===== src/rtl/scan_chain_controller.sv =====
// Byte-stream master for the memory-bank scan chain: serialises valid/ready load
// bytes onto scan_in and packs the bits sampled on scan_out back into bytes.
module scan_chain_controller #(
   parameter int CHAIN_LEN = 144,
   parameter int CNT_WIDTH = 8
) (
   input  logic       clk,
   input  logic       rst,
   input  logic       start,
   input  logic       mode,
   output logic       busy,
   output logic       done,
   input  logic [7:0] in_data,
   input  logic       in_valid,
   output logic       in_ready,
   output logic [7:0] out_data,
   output logic       out_valid,
   input  logic       out_ready,
   output logic       scan_enable,
   output logic       scan_in,
   input  logic       scan_out,
   output logic [2:0] state_dbg
);

   // Handshakes: a byte moves on a rising edge where valid && ready; the sender
   // holds data stable while valid is high and ready is low.
   typedef enum logic [2:0] {
      S_IDLE    = 3'd0,
      S_WAIT_IN = 3'd1,
      S_SHIFT   = 3'd2,
      S_OUT     = 3'd3,
      S_FIN     = 3'd4
   } state_t;

   state_t               state_q, state_d;
   logic                 mode_q;
   logic [CNT_WIDTH-1:0] remaining;
   logic [2:0]           bit_cnt;
   logic [7:0]           tx_sh;
   logic [7:0]           rx_q;
   logic                 last_bit;

   // A byte ends after eight shifts or when the chain runs out mid-byte.
   assign last_bit = (bit_cnt == 3'd7) || (remaining == CNT_WIDTH'(1));

   always_ff @(posedge clk) begin
      if (rst) state_q <= S_IDLE;
      else     state_q <= state_d;
   end

   always_comb begin
      state_d = state_q;
      case (state_q)
         S_IDLE:    if (start) state_d = mode ? S_SHIFT : S_WAIT_IN;
         S_WAIT_IN: if (in_valid) state_d = S_SHIFT;
         S_SHIFT:   if (last_bit) state_d = S_OUT;
         S_OUT: begin
            if (out_ready) begin
               if (remaining != '0) state_d = mode_q ? S_SHIFT : S_WAIT_IN;
               else                 state_d = S_FIN;
            end
         end
         S_FIN:     state_d = S_IDLE;
         default:   state_d = S_IDLE;
      endcase
   end

   always_comb begin
      busy        = (state_q == S_WAIT_IN) || (state_q == S_SHIFT) || (state_q == S_OUT);
      done        = (state_q == S_FIN);
      in_ready    = (state_q == S_WAIT_IN);
      out_valid   = (state_q == S_OUT);
      scan_enable = (state_q == S_SHIFT);
      scan_in     = 1'b0;
      if (state_q == S_SHIFT) scan_in = mode_q ? scan_out : tx_sh[0];
      out_data    = rx_q;
      state_dbg   = state_q;
   end

   // Datapath: rx_q is cleared whenever a new byte begins shifting, so the
   // unsampled high bits of a short final byte read as zero.
   always_ff @(posedge clk) begin
      if (rst) begin
         mode_q    <= 1'b0;
         remaining <= '0;
         bit_cnt   <= '0;
         tx_sh     <= '0;
         rx_q      <= '0;
      end else begin
         case (state_q)
            S_IDLE: begin
               if (start) begin
                  mode_q    <= mode;
                  remaining <= CNT_WIDTH'(CHAIN_LEN);
                  bit_cnt   <= '0;
                  if (mode) rx_q <= '0;
               end
            end
            S_WAIT_IN: begin
               if (in_valid) begin
                  tx_sh   <= in_data;
                  rx_q    <= '0;
                  bit_cnt <= '0;
               end
            end
            S_SHIFT: begin
               rx_q[bit_cnt] <= scan_out;
               tx_sh         <= tx_sh >> 1;
               remaining     <= remaining - CNT_WIDTH'(1);
               bit_cnt       <= bit_cnt + 3'd1;
            end
            S_OUT: begin
               if (out_ready && (remaining != '0) && mode_q) begin
                  rx_q    <= '0;
                  bit_cnt <= '0;
               end
            end
            default: ;
         endcase
      end
   end

endmodule


===== config.mk =====
export PLATFORM = sky130hd
export DESIGN_NAME = scan_chain_controller
export DESIGN_NICKNAME = d
export VERILOG_FILES = /design/src/rtl/scan_chain_controller.sv
export SDC_FILE = /design/constraint.sdc
export NUM_CORES = 1
export LEC_CHECK = 0
export CAP_MARGIN = 20
export CORE_ASPECT_RATIO = 2
export CORE_UTILIZATION = 40
export CTS_CLUSTER_SIZE = 28
export DETAILED_ROUTE_END_ITERATION = 12
export HOLD_SLACK_MARGIN = 0.08
export PLACE_DENSITY_LB_ADDON = 0.25
export SLEW_MARGIN = 40
export SYNTH_ARGS = -nofsm -noshare
export SYNTH_HDL_FRONTEND = slang
export SYNTH_SLANG_ARGS = --single-unit
export TNS_END_PERCENT = 20

===== constraint.sdc =====
create_clock -name clk -period 3.4 [get_ports clk]
set_clock_uncertainty 0.1 [all_clocks]
set_input_delay 0.68 -clock clk [delete_from_list [all_inputs] [get_ports clk]]
set_output_delay 0.68 -clock clk [all_outputs]
set_load 0.05 [all_outputs]

Yosys cells after proc, flatten, opt, wreduce, memory -nomap -nowiden

Cells that the tools add are included.

Register bits after elaboration: 31
Input port bits: 15
Logic and storage cells: 65

Add/sub/neg operators: 2
Magnitude comparators: 2
Equal/unequal tests: 12
Multiplexer cells: 26
Reductions and logical operators: 17

Operators with widths:

| operator                                                                     | count |
|---|---|
| 8-bit two-way mux                                                            | 6 |
| 8-bit one-hot mux with 2 select lines                                        | 2 |
| 8-bit one-hot mux with 4 select lines                                        | 1 |
| 3-bit two-way mux                                                            | 8 |
| 3-bit one-hot mux with 4 select lines                                        | 2 |
| 8-bit bitwise mux                                                            | 1 |
| 8-bit by 1-bit equality test with 1-bit output, second input constant        | 1 |
| 4-bit AND reduction                                                          | 2 |
| 8-bit nonzero test                                                           | 1 |
| 8-bit by 1-bit subtractor with 8-bit output, second input constant           | 1 |
| 3-bit by 2-bit equality test with 1-bit output, second input constant        | 2 |
| 3-bit equality test, second input constant                                   | 2 |
| 2-bit by 1-bit != test with 1-bit output, second input constant              | 3 |
| 2-bit != test, second input constant                                         | 3 |
| 2-bit AND reduction                                                          | 3 |
| 5-bit AND reduction                                                          | 1 |
| 3-bit by 4-bit less-than comparator with 1-bit output, second input constant | 1 |
| 2-bit two-way mux                                                            | 2 |
| 2-bit nonzero test                                                           | 2 |
| 4-bit nonzero test                                                           | 1 |
| 3-bit by 1-bit adder with 3-bit output, second input constant                | 1 |
| 1-bit demux with 3-bit select                                                | 1 |
| 3-bit by 1-bit equality test with 1-bit output, second input constant        | 1 |
| 3-bit by 1-bit >= comparator with 1-bit output, second input constant        | 1 |
| 4 further kinds                                                              | 10 |

Logic depth before layout (Yosys ltp)

Depth in word-level cells: 6
Gate-level depth with buffers: 7
Gate-level depth less buffers: 6

Worst setup path after synthesis

Ideal clock, no wire load.

Path kind: reg2reg
From: reg state_q[1], in the netlist state_dbg[1]
To: reg tx_sh[5]
Library setup time: 0.091 ns
Arrival: 2.715 ns
Required time: 3.209 ns
Setup slack: 0.494 ns
Cell stages (with the launch flop): 7
Cells stage by stage: dfxtp_1 -> buf_4 -> nor3b_1 -> a21o_4 -> buf_8 -> nor2_1 -> a311oi_1

Longest elaborated chain between the ends: 3
Elaborated cells on any way between the ends: 6
Those cells by class: eq/ne: 3; mux: 1; reduce/logical: 2

RTL lines:

| what                                                                 | line | source |
|---|---|---|
| start, declared                                                      | 35   | `state_t state_q, state_d;` |
| start signal, assigned                                               | 48   | `else state_q <= state_d;` |
| 3-bit by 1-bit equality test with 1-bit output (*)                   | n/a  |  |
| net in_ready                                                         | 15   | `output logic in_ready,` |
| 2-bit != test (no line) / 2-bit nonzero test (equally long branches) | n/a  |  |
| 2-bit AND reduction (no line)                                        | n/a  |  |
| end signal, assigned                                                 | 101  | `tx_sh <= in_data;` |
| end signal, assigned                                                 | 108  | `tx_sh <= tx_sh >> 1;` |
| end, declared                                                        | 39   | `logic [7:0] tx_sh;` |

The timed path passes the listed nets; every way through them passes the cells marked *.
A chain may end at the register's enable or synchronous reset.

Worst setup path in the final report

From: reg state_q[0], in the netlist state_dbg[0]
To: out out_valid

Longest elaborated chain between the ends: 1

RTL lines:

| what                                           | line | source |
|---|---|---|
| 3-bit by 2-bit equality test with 1-bit output | 72   | `out_valid = (state_q == S_OUT);` |
| end, declared                                  | 17   | `output logic out_valid,` |

Every way passes these cells.

==> results_dict.tcl <==
set metrics [dict create \
    status "completed" \
    irDropWorstVdd_mv 0.511 \
    gp_congestion 0.856 \
    die_w_um 49.0 \
    fill_cells 424 \
    final_common_cell "dfxtp_1" \
    final_antenna_net_count 0 \
    cp.required_ps 2620 \
    ys_ff_latch 31 \
    clk_path_buf_depth 2 \
    cts_sinks 31 \
    reg2regPathDepth 5 \
    r2r-end "remaining[6]" \
    final_cells 296 \
    clk_pin_slew_ps 60 \
    grt_max_degree 29 \
    ys_seq_area_share_pct 35.1 \
    p_leak_nw 0.767 \
    io_pins 32 \
    start_kind "flop" \
    cts_made_buffers 5 \
    crit_arrival_ps 2300 \
    min_period_ps 3080 \
    fmaxAchievable_ghz 0.324 \
    detail_route.wl_per_cell_um 14.5 \
    worstPathMaxFanout 10 \
    grt-ovfl-total 0 \
    ys_types 46 \
    rsz0062_at_grt "no" \
    die_h_um 96.0 \
    route.met2.wl_mm 2.39 \
    drv_cap 0 \
    clock_latency_ps 280 \
    wl_met1_mm 1.54 \
    min_delay_path_depth 2 \
    slew_headroom_pct 50.0 \
    grt_use_total_pct 19.8 \
    io_buffers 31 \
    initial_utilization_pct 42.4 \
    fin_nets 263 \
    highest_layer "met4" \
    setup_viol 0 \
    cts_hold_buffers 0 \
    num_vias 1708 \
    diodes 0 \
    multi_input_area_sq_um 1020 \
    drive_above_1_share_pct 11.5 \
    syn-cell-area_sq_um 1770 \
    dieArea_sq_um 4710 \
    min_from "tx_sh[7]" \
    place_hpwl_mm 3.21 \
    post-route-drc-count 0 \
    std_cell_rows 33 \
    r2r_slack_ps 1200 \
    grt_pass1_vias 1595 \
    setup-tns-final_ps 0 \
    design_area_sq_um 2210 \
    hold_path_end "tx_sh[7]" \
    cts_htree_levels 2 \
    syn_to_final_growth_pct 24.8 \
    power_mw 1.94 \
    tritoncts "yes" \
    cts-resized-gates 0 \
    finalHoldViolCount 0 \
    synth.net_count 233 \
    layout_common_cells "dfxtp_1, clkdlybuf4s50_1, nor2_1" \
    seq_area_sq_um 621 \
    postSynthAreaPerCell_sq_um 8.26 \
    pre_cts_slack_ps 471 \
    cts_setup_buffers 0 \
    vias_per_cell 5.77 \
    place_area_sq_um 2100 \
    endpoint_kind "output port" \
    coreArea_sq_um 4170 \
    dp_cells 289 \
    drtIter0Drc 27 \
    root_buffer "clkbuf_8" \
    syn_inst 214 \
    dr.pass1.iters 4 \
    min_period_over_period_pct 90.7 \
    setup_ws_ps 318 \
    rr_startpoint "state_dbg[1]" \
    hold_path.class "reg2reg" \
    crit_type "reg2out" \
    wl_met3_um 125 \
    grt_antenna_before_repair 0 \
    wl_mm 4.30 \
    maxSlewViolCount 0 \
    worstMarginPinSlew_ps 747 \
    grt_pass1_wl_mm 7.09 \
    powerDensity_nw_per_um2 881 \
    synth_warnings 0 \
]
synth_stat cells (all sizes together):
| master | count | area (sq um) |
|---|---|---|
| a21o | 1 | 15.0 |
| a31o | 2 | 17.5 |
| a31oi | 1 | 6.26 |
| nor4 | 5 | 37.5 |
| nand4 | 1 | 6.26 |
| a32o | 1 | 10.0 |
| nor3b | 4 | 30.0 |
| a221oi | 8 | 70.1 |
| nor2b | 1 | 6.26 |
| o31ai | 2 | 15.0 |
| nor3 | 6 | 35.0 |
| o211a | 1 | 10.0 |
| a311o | 1 | 10.0 |
| mux2i | 2 | 20.0 |
| nand2 | 25 | 93.8 |
| a21boi | 1 | 7.51 |
| a211oi | 4 | 55.1 |
| buf | 7 | 52.5 |
| nand3 | 3 | 15.0 |
| mux2 | 4 | 45.0 |
| or4b | 1 | 10.0 |
| o21a | 1 | 7.51 |
| o2111a | 1 | 11.3 |
| inv | 14 | 55.1 |
| or3b | 2 | 17.5 |
| a311oi | 8 | 70.1 |
| dfxtp | 31 | 621 |
| a211o | 2 | 17.5 |
| or2 | 2 | 12.5 |
| nand2b | 3 | 18.8 |
| nor4b | 3 | 26.3 |
| a21oi | 13 | 65.1 |
| o21ai | 7 | 35.0 |
| ha | 4 | 50.1 |
| clkbuf | 6 | 22.5 |
| and3 | 1 | 6.26 |
| nor2 | 26 | 97.6 |
| and2 | 1 | 6.26 |
| o211ai | 8 | 60.1 |
registers in the layout (all words and copies together) (netlist names):
| register | count |
|---|---|
| mode_q | 1 |
| out_data | 8 |
| state_dbg | 3 |
| bit_cnt | 3 |
| remaining | 8 |
| tx_sh | 8 |
cells by family after synthesis:
logic type | after synthesis | share of synthesized area, %
AOI/OAI and AO/OA | 62 | 27.3
adders and majority gates | 4 | 2.83
buffers and inverters | 27 | 7.36
DFF | 31 | 35.1
muxes | 6 | 3.68
and+or+nand+nor | 84 | 23.7
how the worst max path moves through the flow:
stage / end / start / cells past startpoint
after floorplan: tx_sh[5] / state_dbg[1] / 6
after global placement: scan_in / scan_out / 4
after detailed placement: scan_in / scan_out / 4
after CTS: out_valid / state_dbg[0] / 4
after global routing: out_valid / state_dbg[0] / 4
final: out_valid / state_dbg[0] / 4
final cells by class:
| cell class | instances | area share [%] |
|---|---|---|
| Clock buffer | 6 | 3.29 |
| Clock inverter | 1 | 1.36 |
| Inverter | 14 | 2.50 |
| Timing Repair Buffer | 36 | 15.7 |
| Sequential cell | 31 | 28.1 |
| Tap cell | 52 | 2.95 |
| Multi-Input combinational cell | 156 | 46.1 |
power breakdown:
part           total [mW]  internal [mW]  switching (mW)
registers           0.592          0.476           0.116
logic                1.01          0.396           0.610
clock network       0.346          0.214           0.131
total                1.94           1.09           0.858
per-layer routing:
metal / vias up / track usage, %
met5: - / 0
met4: 0 / 14.7
met3: 21 / 3.79
met2: 42 / 38.4
met1: 805 / 17.6
li1: 840 / -
through the flow:
step                      hold WS (ps)  utilization [%]
after detailed placement           354             50.4
after floorplan                    332                -
final                              361             52.9
after global placement             345             50.4
after global routing               381             52.9
after CTS                          364             52.9
critical path: stages (launching register included):
cell,delay (ps)
dfxtp_1,460
nor2b_1,250
nand2_1,250
inv_1,240
clkdlybuf4s50_1,830
Note: power is estimated with default switching activity, not from simulation.
